**src/rtl/reg_dump_unit_pkg.sv**
```systemverilog
// Shared constants and FSM encoding for the register dump unit.
// REG_DUMP_CHECKSUM_EN adds a trailing XOR checksum byte (CSUM state).
package reg_dump_unit_pkg;

   localparam int NUM_REGS = 8;
   localparam int ADDR_W   = 3;
   localparam int DATA_W   = 8;

   localparam logic [ADDR_W-1:0] LAST_IDX = ADDR_W'(NUM_REGS - 1);

`ifdef REG_DUMP_CHECKSUM_EN
   typedef enum logic [1:0] {
      IDLE,
      FETCH,
      SEND,
      CSUM
   } state_t;
`else
   typedef enum logic [1:0] {
      IDLE,
      FETCH,
      SEND
   } state_t;
`endif

endpackage

```
**src/rtl/reg_dump_unit_if.sv**
```systemverilog
// Byte stream carrying the dump out of reg_dump_unit.
// valid/ready handshake with a last marker on the final byte.
interface reg_dump_unit_if;
   import reg_dump_unit_pkg::*;

   logic [DATA_W-1:0] out_data;
   logic              out_valid;
   logic              out_ready;
   logic              out_last;

   modport master (
      output out_data,
      output out_valid,
      output out_last,
      input  out_ready
   );

   modport slave (
      input  out_data,
      input  out_valid,
      input  out_last,
      output out_ready
   );

endinterface

```
**src/rtl/reg_dump_unit.sv**
```systemverilog
// Walks register-file B port over regs 0..7 and streams each byte out.
// REG_DUMP_CHECKSUM_EN appends the XOR of the eight bytes as a 9th byte.
module reg_dump_unit
   import reg_dump_unit_pkg::*;
(
   input  logic              clk,
   input  logic              reset,
   input  logic              start,
   output logic [ADDR_W-1:0] rf_addr,
   output logic              rf_mb_select,
   input  logic [DATA_W-1:0] rf_data,
   reg_dump_unit_if.master   dump,
   output logic              busy,
   output logic              done
);

   state_t            state;
   state_t            state_nx;
   logic [ADDR_W-1:0] idx;
   logic [DATA_W-1:0] data_q;
   logic              valid_q;
   logic              done_q;
   logic              xfer;
   logic              at_last;
`ifdef REG_DUMP_CHECKSUM_EN
   logic [DATA_W-1:0] csum;
`endif

   assign xfer    = valid_q & dump.out_ready;
   assign at_last = (idx == LAST_IDX);

   always_ff @(posedge clk or posedge reset) begin
      if (reset) state <= IDLE;
      else       state <= state_nx;
   end

   always_comb begin
      state_nx = state;
      case (state)
         IDLE:  if (start) state_nx = FETCH;
         FETCH: state_nx = SEND;
         SEND: begin
            if (xfer) begin
               if (!at_last) state_nx = FETCH;
`ifdef REG_DUMP_CHECKSUM_EN
               else          state_nx = CSUM;
`else
               else          state_nx = IDLE;
`endif
            end
         end
`ifdef REG_DUMP_CHECKSUM_EN
         CSUM:  if (xfer) state_nx = IDLE;
`endif
         default: state_nx = IDLE;
      endcase
   end

   // idx stops at the last register; it is only cleared by the next start
   always_ff @(posedge clk or posedge reset) begin
      if (reset) begin
         idx     <= '0;
         data_q  <= '0;
         valid_q <= 1'b0;
         done_q  <= 1'b0;
`ifdef REG_DUMP_CHECKSUM_EN
         csum    <= '0;
`endif
      end else begin
         done_q <= 1'b0;
         case (state)
            IDLE: begin
               if (start) begin
                  idx  <= '0;
`ifdef REG_DUMP_CHECKSUM_EN
                  csum <= '0;
`endif
               end
            end
            FETCH: begin
               data_q  <= rf_data;
               valid_q <= 1'b1;
`ifdef REG_DUMP_CHECKSUM_EN
               csum    <= csum ^ rf_data;
`endif
            end
            SEND: begin
               if (xfer) begin
                  if (!at_last) begin
                     idx     <= idx + ADDR_W'(1);
                     valid_q <= 1'b0;
                  end else begin
`ifdef REG_DUMP_CHECKSUM_EN
                     data_q  <= csum;
`else
                     valid_q <= 1'b0;
                     done_q  <= 1'b1;
`endif
                  end
               end
            end
`ifdef REG_DUMP_CHECKSUM_EN
            CSUM: begin
               if (xfer) begin
                  valid_q <= 1'b0;
                  done_q  <= 1'b1;
               end
            end
`endif
            default: ;
         endcase
      end
   end

   assign rf_addr        = idx;
   assign rf_mb_select   = 1'b0;
   assign dump.out_data  = data_q;
   assign dump.out_valid = valid_q;
`ifdef REG_DUMP_CHECKSUM_EN
   assign dump.out_last  = valid_q & (state == CSUM);
`else
   assign dump.out_last  = valid_q & (state == SEND) & at_last;
`endif
   assign busy           = (state != IDLE);
   assign done           = done_q;

endmodule

```
**src/flat_wrapper.sv**
```systemverilog
// flat-port wrapper written by rule: the top's interface ports become plain ports
module reg_dump_unit_flat import reg_dump_unit_pkg::*;
  (clk, reset, start, rf_addr, rf_mb_select, rf_data, busy, done, dump_out_data, dump_out_valid, dump_out_last, dump_out_ready);
  reg_dump_unit_if dump_i ();
  input  logic clk;
  input  logic reset;
  input  logic start;
  output logic [ADDR_W-1:0] rf_addr;
  output logic rf_mb_select;
  input  logic [DATA_W-1:0] rf_data;
  output logic busy;
  output logic done;
  output wire logic [$bits(dump_i.out_data)-1:0] dump_out_data;
  output wire logic [$bits(dump_i.out_valid)-1:0] dump_out_valid;
  output wire logic [$bits(dump_i.out_last)-1:0] dump_out_last;
  input wire logic [$bits(dump_i.out_ready)-1:0] dump_out_ready;
  assign dump_out_data = dump_i.out_data;
  assign dump_out_valid = dump_i.out_valid;
  assign dump_out_last = dump_i.out_last;
  assign dump_i.out_ready = dump_out_ready;
  reg_dump_unit u_core (.clk(clk), .reset(reset), .start(start), .rf_addr(rf_addr), .rf_mb_select(rf_mb_select), .rf_data(rf_data), .dump(dump_i), .busy(busy), .done(done));
endmodule
```
**config.mk**
```make
export PLATFORM = sky130hd
export DESIGN_NAME = reg_dump_unit_flat
export DESIGN_NICKNAME = d
export VERILOG_FILES = /design/src/rtl/reg_dump_unit_pkg.sv /design/src/rtl/reg_dump_unit_if.sv /design/src/rtl/reg_dump_unit.sv /design/src/flat_wrapper.sv
export SDC_FILE = /design/constraint.sdc
export NUM_CORES = 1
export LEC_CHECK = 0
export ABC_AREA = 1
export BUFFER_PORTS_ARGS = -buffer_cell sky130_fd_sc_hd__buf_2
export CORE_MARGIN = 1.5
export CORE_UTILIZATION = 45
export CTS_CLUSTER_SIZE = 12
export DETAILED_ROUTE_END_ITERATION = 10
export PLACE_DENSITY = 0.84
export SLEW_MARGIN = 40
export SYNTH_ARGS = -nofsm -noshare
export SYNTH_HDL_FRONTEND = slang
export SYNTH_SLANG_ARGS = --single-unit
```
**constraint.sdc**
```tcl
create_clock -name clk -period 1.6 [get_ports clk]
set_input_delay 0.32 -clock clk [delete_from_list [all_inputs] [get_ports clk]]
set_output_delay 0.32 -clock clk [all_outputs]
set_load 0.03 [all_outputs]
```
# Word-level counts from Yosys, hierarchy flattened
# Cells that the tools add are included.
# word_totals
input_bits	12
ff_bits	15
word_cells	35
# op_classes
bitwise	3
n_mux	13
n_reduce_logical	7
add_sub_neg	1
eq_ne	6
# op_table
op	count
$mux 3	3
$pmux 2 s3	1
$pmux 3 s2	1
$reduce_bool 2->1	3
$mux 1	5
$mux 2	2
$ne 2x2->1 const B	2
$reduce_and 2->1	2
$reduce_and 4->1	1
$add 3x1->3 const B	1
$and 1x1->1	3
$eq 3x3->1 const B	1
$eq 2x1->1 const B	1
$eq 2x2->1 const B	1
$logic_not 2->1	1
$ne 2x1->1 const B	1
$pmux 1 s2	1

# Depth between registers and ports, before layout
# logic_depth
word_depth	4
mapped_depth	6
ltp_nobuf	6

# Least setup slack after synthesis
# OpenSTA, ideal clock, no wires.
# synth_path
kind	reg2out
startpoint	reg u_core.idx[0], in the netlist u_core.rf_addr[0]
endpoint	out dump_out_last
path_slack_ns	-0.358
stages_incl_launch_ff	5
required_time_ns	1.280
t_arrival_ns	1.638
n_path_buf	0
path_cell_list	dfrtp_1 > ha_1 > ha_1 > inv_1 > nor3_1
# synth_via
elab_chain_len	2
# synth_rtl
item	line	rtl
start, declared	reg_dump_unit.sv:19	logic [ADDR_W-1:0] idx;
start signal, assigned	reg_dump_unit.sv:90	idx <= idx + ADDR_W'(1);
$eq 3x3->1	reg_dump_unit.sv:30	assign at_last = (idx == LAST_IDX);
$and 1x1->1	reg_dump_unit.sv:122	assign dump.out_last = valid_q & (state == SEND) & at_last;
end, declared	flat_wrapper.sv:15	output wire logic [$bits(dump_i.out_last)-1:0] dump_out_last;
# Every way passes these cells.

# Worst setup path after layout
# layout_path
startpoint	reg u_core.idx[1], in the netlist u_core.rf_addr[1]
endpoint	out dump_out_last
# Same word-level chain as after synthesis.

==> results.sh <==
export IMPL_vias=611
export IMPL_cp_max_fo=2
export IMPL_cts_clk_slew_worst_paths_ns=0.09
export IMPL_synth_nets=93
export IMPL_drtIter0Drc=8
export IMPL_ys_seq_elements=15
export IMPL_fin_nets=126
export IMPL_grt_pass1_wl_um=2460
export IMPL_cp_start_kind="flop"
export IMPL_cts_tree="yes"
export IMPL_syn_area_per_cell_um2=8.70
export IMPL_die_w_um=42.1
export IMPL_antenna_cells=0
export IMPL_setup_viol=0
export IMPL_power_leakage_nw=0.527
export IMPL_finalWorstSetupSlack_ns=0.0143
export IMPL_period_needed_ns=1.59
export IMPL_wl_per_cell_um=11.5
export IMPL_synth_area_top_cells="dfrtp_1, nand2_1, nand3_1, inv_1, ha_1"
export IMPL_critPathLaunch="u_core.rf_addr[1]$_DFFE_PP0P_"
export IMPL_insertion_delay_ns=0.28
export IMPL_placed_cell_area_um2=831
export IMPL_stdcell_area_um2=923
export IMPL_worstMarginPinSlew_ns=0.552
export IMPL_grt_pass1_vias=562
export IMPL_relSlewSlack=0.632
export IMPL_fin_util=0.676
export IMPL_cts_root_buf="clkbuf_4"
export IMPL_syn_cell_area_um2=687
export IMPL_yosysTopAreaCellShare=0.546
export IMPL_ys_types=16
export IMPL_hold_class="in2async"
export IMPL_crit_required_ns=1.28
export IMPL_seqCellArea_um2=378
export IMPL_ys_warn_count=0
export IMPL_setup_worst_path_end_class="primary output"
export IMPL_crit_type="reg2out"
export IMPL_synth_cells=79
export IMPL_synth_top_area_cell="dfrtp_1"
export IMPL_dp_cells=118
export IMPL_syn2layout_area_growth_pct=34.4
export IMPL_cap_violations=0
export IMPL_ioPinCount=28
export IMPL_min_period_over_period=0.991
export IMPL_mostFrequentLayoutCell="nand2_1"
export IMPL_grtUsageTotal=0.185
export IMPL_viasPerCell=4.85
export IMPL_layout_common_cells="nand2_1, buf_2, dfrtp_1"
export IMPL_fin_tns_setup_ns=0
export IMPL_cp_arrival_ns=1.27
export IMPL_die_area_mm2=0.00177
export IMPL_gp_congestion=0.814
export IMPL_cts_sinks=15
export IMPL_drt_pass1_iterations=4
export IMPL_drive_gt1_frac=0.414
export IMPL_antenna_found_initial=0
export IMPL_finClkSkew_ns=0.000802
export IMPL_rr_startpoint="u_core.rf_addr[1]$_DFFE_PP0P_"
export IMPL_overflow=0
export IMPL_ir_worst_vdd_v=0.00107
export IMPL_power_density_mw_per_mm2=2040
export IMPL_wirelength_um=1440
export IMPL_finalHoldViolations=0
export IMPL_ctsHtreeMaxLevel=1
export IMPL_nFillCells=115
export IMPL_portBuffers=26
export IMPL_drc_errors=0
export IMPL_grt_max_degree=16
export IMPL_cts_buffer_depth=2
export IMPL_core_area_mm2=0.00137
export IMPL_antenna_left=0
export IMPL_dpl_hpwl_um=993
export IMPL_rsz0062_at_grt="true"
export IMPL_outcome="complete, no violations"
export IMPL_initial_core_util=0.503
export IMPL_yosysSeqAreaShare=0.546
export IMPL_final_max_slew_violation_count=0
export IMPL_stdcell_count=126
export IMPL_numCtsBuffers=3
export IMPL_post_place_ws_ns=0.124
export IMPL_fmax_mhz=631
export IMPL_dieHeight_um=42.1
export IMPL_rows=13
export IMPL_multi_input_area_um2=294
## worst paths after layout
check	end	slack [ns]	depth (start not counted)
worst max register to register	u_core.rf_addr[1]$_DFFE_PP0P_	0.15	7
max in group asynchronous	u_core.rf_addr[0]$_DFFE_PP0P_	1.14	2
worst max-delay path	dump_out_last	0.01	5
min in group clk	u_core.dump.out_data[6]$_DFFE_PP0P_	0.26	3
worst min-delay path	u_core.dump.out_data[0]$_DFFE_PP0P_	0.07	2
worst min register to register	u_core.dump.out_data[3]$_DFFE_PP0P_	0.48	2
## through the flow
stage | hold slack [ns] | total power [W]
after CTS | 0.0834 | 0.00189
final | 0.0698 | 0.00188
after global placement | 0.392 | 0.00158
after floorplan | 0.221 | 0.00138
after detailed placement | 0.397 | 0.00161
after global routing | 0.0961 | 0.00203
## state kept, by name, summed over array words and instances (netlist names)
register               count
u_core.state               2
u_core.rf_addr             3
u_core.dump.out_data       8
u_core.done                1
u_core.dump.out_valid      1
## worst max-delay path, stage by stage, from the launching register on
cell and delay (ns):
dfrtp_2 0.44, ha_4 0.17, ha_4 0.16, inv_4 0.06, nor3_4 0.03, buf_6 0.13
## synthesized netlist by cell type
cell and instances:
a21oi_1 1, a21oi_2 1, buf_4 2, buf_6 1
conb_1 1, dfrtp_1 15, ha_1 2, inv_1 7
inv_2 1, nand2_1 27, nand2_2 1, nand2_4 1
nand3_1 12, nor2_1 4, nor3_1 2, o21ai_2 1
## routing by layer
metal  vias to the layer above  part of all wire  global-route usage
li1                        310                 -                   -
met1                       285              0.44               0.233
met2                        16              0.52               0.309
met3                         0             0.043              0.0517
met4                         0                 0              0.0563
met5                         -                 0                   0
## cell type report
class / instances / share of cell area
timing repair buffer: 31 / 0.188
inverter: 8 / 0.0352
tap: 15 / 0.0203
multi-input combinational: 53 / 0.318
sequential: 15 / 0.409
clock buffer: 4 / 0.0285
## power by group
| part | switching (W) | internal (W) | leakage, nW |
|---|---|---|---|
| Clock | 0.000119 | 0.0000967 | 0.0150 |
| Sequential | 0.000102 | 0.000541 | 0.186 |
| Combinational | 0.000717 | 0.000306 | 0.326 |
## repair_timing
item | 4_1_cts | 5_1_grt
setup endpoints to repair | 1 | 2
pin swaps | 2 | 0
setup buffers | 4 | 0
gates cloned | 0 | 0
resized for setup | 8 | 1
hold buffers | 0 | 0
## cell families after synthesis
| kind of cell | Yosys count | synth area share |
|---|---|---|
| and+or+nand+nor | 47 | 0.297 |
| DFF | 15 | 0.546 |
| buffers and inverters | 11 | 0.0820 |
| AOI/OAI and AO/OA | 3 | 0.0328 |
| adders and majority gates | 2 | 0.0364 |
| other | 1 | 0.00546 |
Power figures use the tool's default switching activity.
